$ cat config.mk
export PLATFORM = sky130hd
export DESIGN_NAME = add_pipe_seg
export DESIGN_NICKNAME = d
export VERILOG_FILES = /design/src/rtl/add_pipe_seg.sv
export SDC_FILE = /design/constraint.sdc
export NUM_CORES = 1
export LEC_CHECK = 0
export ABC_AREA = 1
export CAP_MARGIN = 10
export CORE_ASPECT_RATIO = 1.1
export CORE_MARGIN = 2
export CORE_UTILIZATION = 31
export DETAILED_ROUTE_END_ITERATION = 8
export PLACE_DENSITY_LB_ADDON = 0.25
export SYNTH_ARGS = -nofsm -noshare
export SYNTH_HDL_FRONTEND = slang
export SYNTH_SLANG_ARGS = --single-unit
$ cat constraint.sdc
create_clock -name clk -period 5.4 [get_ports clk]
set_clock_uncertainty 0.15 [all_clocks]
set_input_delay 1.08 -clock clk [delete_from_list [all_inputs] [get_ports clk]]
set_output_delay 1.08 -clock clk [all_outputs]
set_load 0.01 [all_outputs]
$ cat src/rtl/add_pipe_seg.sv
// add_pipe_seg: pipelined ripple-segment adder.
// WIDTH bits are split into NSTG = WIDTH/SEG segments. Stage k adds segment k
// plus the carry registered by stage k-1, so the carry moves one segment per
// clock. Operand segments wait in skew registers until their stage is reached.
// Finished sum segments wait in deskew registers so that a whole result leaves
// together. Valid/ready handshake on both sides. A stalled output freezes every
// register in the pipe.
// WIDTH must be an integer multiple of SEG.
// Optional feature: define ADD_PIPE_SUB_EN to add the 'sub' input
// (sub=1 gives a - b, with cout=1 meaning no borrow).
module add_pipe_seg #(
    parameter int WIDTH = 16,
    parameter int SEG   = 4
) (
    input  logic             clk,
    input  logic             rst_n,
    input  logic             in_valid,
    output logic             in_ready,
`ifdef ADD_PIPE_SUB_EN
    input  logic             sub,
`endif
    input  logic [WIDTH-1:0] a,
    input  logic [WIDTH-1:0] b,
    input  logic             cin,
    output logic             out_valid,
    input  logic             out_ready,
    output logic [WIDTH-1:0] sum,
    output logic             cout
);

    localparam int NSTG = WIDTH / SEG;

    // Operands after optional subtract conditioning.
    logic [WIDTH-1:0]         b_eff;
    logic                     cin_eff;

    // Handshake.
    logic                     stall;
    logic                     adv;

    // Per-stage registers: valid bit, segment carry-out, segment sum.
    logic [NSTG-1:0]          vld_q, vld_d;
    logic [NSTG-1:0]          cy_q,  cy_d;
    logic [NSTG-1:0][SEG-1:0] seg_sum_q, seg_sum_d;

    // Operand segment k as presented to stage k (already skewed).
    logic [NSTG-1:0][SEG-1:0] stg_a;
    logic [NSTG-1:0][SEG-1:0] stg_b;

    // Sum segment k after deskew, aligned with the last stage.
    logic [NSTG-1:0][SEG-1:0] out_seg;

    // Bit k feeds stage k. Bit NSTG is the output of the last stage.
    logic [NSTG:0]            v_chain;
    logic [NSTG:0]            c_chain;

    // Subtract folds into stage 0 as a + ~b + 1. Carry-in is overridden.
    always_comb begin
`ifdef ADD_PIPE_SUB_EN
        b_eff   = sub ? ~b : b;
        cin_eff = sub ? 1'b1 : cin;
`else
        b_eff   = b;
        cin_eff = cin;
`endif
    end

    assign v_chain   = {vld_q, in_valid};
    assign c_chain   = {cy_q, cin_eff};

    assign out_valid = v_chain[NSTG];
    assign cout      = c_chain[NSTG];
    assign sum       = out_seg;

    // A held result blocks the whole pipe.
    // Bubbles still advance whenever there is no stall.
    assign stall     = out_valid & ~out_ready;
    assign adv       = ~stall;
    assign in_ready  = adv;

    // Per-stage segment add. Each stage is a plain (SEG+1)-bit add of its
    // operand segment and the carry from the stage before.
    always_comb begin
        logic [SEG:0] add_w;
        add_w     = '0;
        vld_d     = vld_q;
        cy_d      = cy_q;
        seg_sum_d = seg_sum_q;
        if (adv) begin
            for (int k = 0; k < NSTG; k++) begin
                add_w        = {1'b0, stg_a[k]} + {1'b0, stg_b[k]} + {{SEG{1'b0}}, c_chain[k]};
                vld_d[k]     = v_chain[k];
                cy_d[k]      = add_w[SEG];
                seg_sum_d[k] = add_w[SEG-1:0];
            end
        end
    end

    // Stage registers. Reset discards every in-flight transaction.
    always_ff @(posedge clk or negedge rst_n) begin
        if (!rst_n) begin
            vld_q     <= '0;
            cy_q      <= '0;
            seg_sum_q <= '0;
        end else begin
            vld_q     <= vld_d;
            cy_q      <= cy_d;
            seg_sum_q <= seg_sum_d;
        end
    end

    // Segment gi: skew its operands by gi cycles and deskew its sum by
    // NSTG-1-gi cycles, so every piece of a transaction stays in step.
    for (genvar gi = 0; gi < NSTG; gi++) begin : g_seg
        localparam int DSK = NSTG - 1 - gi;

        if (gi == 0) begin : g_skw_none
            assign stg_a[gi] = a[SEG-1:0];
            assign stg_b[gi] = b_eff[SEG-1:0];
        end else begin : g_skw
            // Entry 0 is the newest. Entry gi-1 is presented to stage gi.
            // Each entry packs {a segment, b segment}.
            logic [gi-1:0][2*SEG-1:0] skw_q, skw_d;

            // Shift the operand segment towards its stage when the pipe advances.
            always_comb begin
                skw_d = skw_q;
                if (adv) begin
                    skw_d[0] = {a[gi*SEG +: SEG], b_eff[gi*SEG +: SEG]};
                    for (int j = 1; j < gi; j++) begin
                        skw_d[j] = skw_q[j-1];
                    end
                end
            end

            // Operand skew register chain.
            always_ff @(posedge clk or negedge rst_n) begin
                if (!rst_n) begin
                    skw_q <= '0;
                end else begin
                    skw_q <= skw_d;
                end
            end

            assign stg_a[gi] = skw_q[gi-1][2*SEG-1:SEG];
            assign stg_b[gi] = skw_q[gi-1][SEG-1:0];
        end

        if (DSK == 0) begin : g_dsk_none
            assign out_seg[gi] = seg_sum_q[gi];
        end else begin : g_dsk
            // Entry 0 is the newest. Entry DSK-1 lines up with the last stage.
            logic [DSK-1:0][SEG-1:0] dsk_q, dsk_d;

            // Carry the finished sum segment along until the top segment is done.
            always_comb begin
                dsk_d = dsk_q;
                if (adv) begin
                    dsk_d[0] = seg_sum_q[gi];
                    for (int j = 1; j < DSK; j++) begin
                        dsk_d[j] = dsk_q[j-1];
                    end
                end
            end

            // Sum deskew register chain.
            always_ff @(posedge clk or negedge rst_n) begin
                if (!rst_n) begin
                    dsk_q <= '0;
                end else begin
                    dsk_q <= dsk_d;
                end
            end

            assign out_seg[gi] = dsk_q[DSK-1];
        end
    end

endmodule

==> metrics.md <==
| Metric | Value |
|---|---|
| Status | finished, final reports clean |
| Tightest Pin Transition | roughly 0.92 ns |
| Sw Share | between 30 and 40% |
| P_leak | 2.55 nW |
| Hold Path Depth | 2 |
| Post-synth top area share | a little under three fifths |
| Critical Path RT | 4.17 ns |
| Starting Density | between 30% and 40% |
| R2r endpoint | cy_q[3] |
| Clock transition at path regs | about 0.060 ns |
| Met1 Track Usage GR | 16.0% |
| Crit-path max FO | 2 |
| Startpoint types | input port |
| GRT Max-Usage Layer | met2 |
| Clock sink total | 96 |
| Met2 usage | 18.9% |
| Crit path launch | out_ready |
| Synth-to-Final Area Change | 21.0% |
| Library cells used by synthesis | 21 |
| Post-route minimum period | ~3.5 ns |
| Core area | between 10,000 and 15,000 µm² |
| Crit. End Element | primary output |
| IO Pins | 56 |
| Grt ovf | 0 |
| Clock root buffer | clkbuf_16 |
| Critical path class | in -> out |
| Iter 0 DRT Violations | roughly 200 |
| Internal | ~1.8 mW |
| Flops & latches, synth | 96 |
| Num rows | 44 |
| Post-Syn Area | about 4200 µm² |
| Ant diodes | 0 |
| Clk_lat worst skew | 0.34 ns |
| Final HPWL DP | between 5 and 6 mm |
| Sequential-to-total area share from yosys stat | 56.9% |
| Hold Path Class | reg -> reg |
| RSZ-0062 raised after global routing | no |
| Ratio of cells with drive above 1 in the final layout | approximately 4.5% |
| Top cells by instance count after synthesis | nand2_1, dfrtp_1, o21ai_0 |
| Sw power | ~0.96 mW |
| M3 GR Usage | ~3.9% |
| Antenna Nets Post-Route | 0 |
| Final Hold Viols | 0 |
| Syn Inst Count | 464 |
| Hold WS | roughly 0.32 ns |
| Hold_buf cts | 0 |
| Horiz. Die Dim | 115 µm |
| # Post-CTS Setup Buffers | 0 |
| Die ar. | ~15,000 µm² |
| Slew Limit Fails | 0 |
| EDFF count, synth | 0 |
| Largest net degree at the start of global routing | between 90 and 100 |
| Vias | ~3,000 |
| WL/cell | between 10 and 15 µm |
| Fin Setup TNS | 0 ns |
| Fmax | roughly 290 MHz |
| Comb pwr share | between 30 and 40% |
| RD Place Congestion | around 0.74 |
| GRT Total Usage | between 10% and 20% |
| TritonCTS clock tree | built |
| Yosys warning total | 0 |
| Fillers | around 1,300 |
| Peak supply drop | between 200 and 250 µV |
| First-pass DRT Iterations | 4 |
| Worst slew margin | between 30% and 40% |
| Vias in the first global route | between 3,000 and 4,000 |
| Num CTS Buffers | 9 |
| Initial antenna violation count | 0 |
| Primary FF master, synth | dfrtp_1 |
| Setup Viol. Count Final | 0 |
| Final period util | 64.3% |
| Setup slack, reg-to-reg | about 3.5 ns |
| Avg Inst Size Synth | a little over 9 µm² |
| Mapped Nets | around 520 |
| Placed insts | 674 |
| Nets | 558 |
| Worst Reg-to-Reg Cells | 6 |
| Most numerous cell in the Yosys netlist | nand2_1 |
| Area contributors post-synth | dfrtp_1, nand2_1, o21ai_0 |
| Worst path arrival time | roughly 2.2 ns |
| Remaining DRCs | 0 |
| WL final | 8.09 mm |
| R2r startpoint | cy_q[2] |
| Pwr dens | around 550 nW/µm² |
| Async SR Flop Fraction | 100% |
| Max Cap Violations | 0 |
| Sequential share of power | around 43% |
| Worst hold endpoint | g_seg[0].g_dsk.dsk_q[3] |
| First-pass GRT wire length | between 10 and 15 mm |
| Die height | approximately 130 µm |
| IO Port Bufs | 55 |
| Hold path startpoint | seg_sum_q[3] |
| Largest area contributor in the netlist | dfrtp_1 |
| H-tree levels | 3 |
| DR vias/cell | 4.28 |
| Post-CTS Resized | 0 |
| Clk network pwr share | approximately 23% |
| Non-Filler Instances | between 600 and 700 |
| CTS max path bufs | 2 |
flip-flops by register name (all words and copies together) (netlist names):
name               flops
seg_sum_q             12
cy_q                   4
vld_q                  4
sum                   12
g_seg.g_skw.skw_q     48
g_seg.g_dsk.dsk_q     16
layout make-up:
type | instances | area, µm² | share of cell area, %
timing repair buffer | 58 | 571 | 11.2
clock buffer | 11 | 253 | 4.94
inverter | 38 | 143 | 2.79
tap | 184 | 230 | 4.50
multi-input combinational | 298 | 1460 | 28.5
clock inverter | 5 | 55.1 | 1.08
sequential | 96 | 2400 | 47.0
kinds of logic (layout without fill, tap and decap cells):
family,count (synthesis),in the layout,synth area share [%]
simple gates,224,224,20.6
flops,96,96,56.9
buf+inv,70,112,8.59
compound gates,53,53,6.37
fa+ha+maj,20,20,7.35
xor+xnor,1,1,0.207
critical path: stages:
cell and delay [ns]:
clkdlybuf4s50_1 0.51, nor2_4 0.06, inv_2 0.07, clkdlybuf4s50_1 0.53
power groups by stage:
stage	Combinational [mW]	Clock, mW	Sequential, mW
6_report	0.941	0.647	1.20
5_1_grt	1.11	0.699	1.24
4_1_cts	0.966	0.667	1.21
3_5_place_dp	0.957	0	1.22
3_3_place_gp	0.942	0	1.21
2_1_floorplan	0.711	0	1.17
per-layer routing:
layer | share of wire (%) | routed length, µm | up-vias
met1 | 49 | 3940 | 1408
li1 | - | - | 1490
met5 | 0 | 0 | -
met2 | 45 | 3680 | 44
met3 | 3.8 | 307 | 12
met4 | 2.0 | 160 | 0
worst max path at each step:
stage | endpoint | depth (start not counted)
global placement | in_ready | 4
global route | in_ready | 4
floorplan | in_ready | 3
finish | in_ready | 4
detailed placement | in_ready | 4
CTS | in_ready | 4
cell usage in the layout (no fill, tap or decap):
master           netlist  routed
nand2_1              199     199
dfrtp_1               96      96
clkdlybuf4s50_1        0      54
o21ai_0               42      42
inv_1                 37      37
nand3_1               13      13
ha_1                  12      12
nor2_1                 9       9
clkbuf_16              0       9
a21oi_1                8       8
fa_1                   8       8
buf_4                 19       4
clkinv_2               0       2
clkinvlp_4             0       2
clkbuf_8               0       2
nor2_4                 1       1
inv_2                  1       1
o21ai_1                1       1
xor2_1                 1       1
o22ai_1                1       1
nand3b_1               1       1
o31ai_1                1       1
or2_2                  1       1
bufinv_16              0       1
per-stage QoR:
step           util (%)  power, mW  area [µm²]  setup WS, ns
5_1_grt            38.5       3.05        5110          1.90
2_1_floorplan         -       1.89        4220          2.72
3_5_place_dp       36.2       2.17        4800          1.92
4_1_cts            38.5       2.84        5110          1.92
3_3_place_gp       36.2       2.15        4800          1.92
6_report           38.5       2.79        5110          1.93
Power figures use the tool's default switching activity.
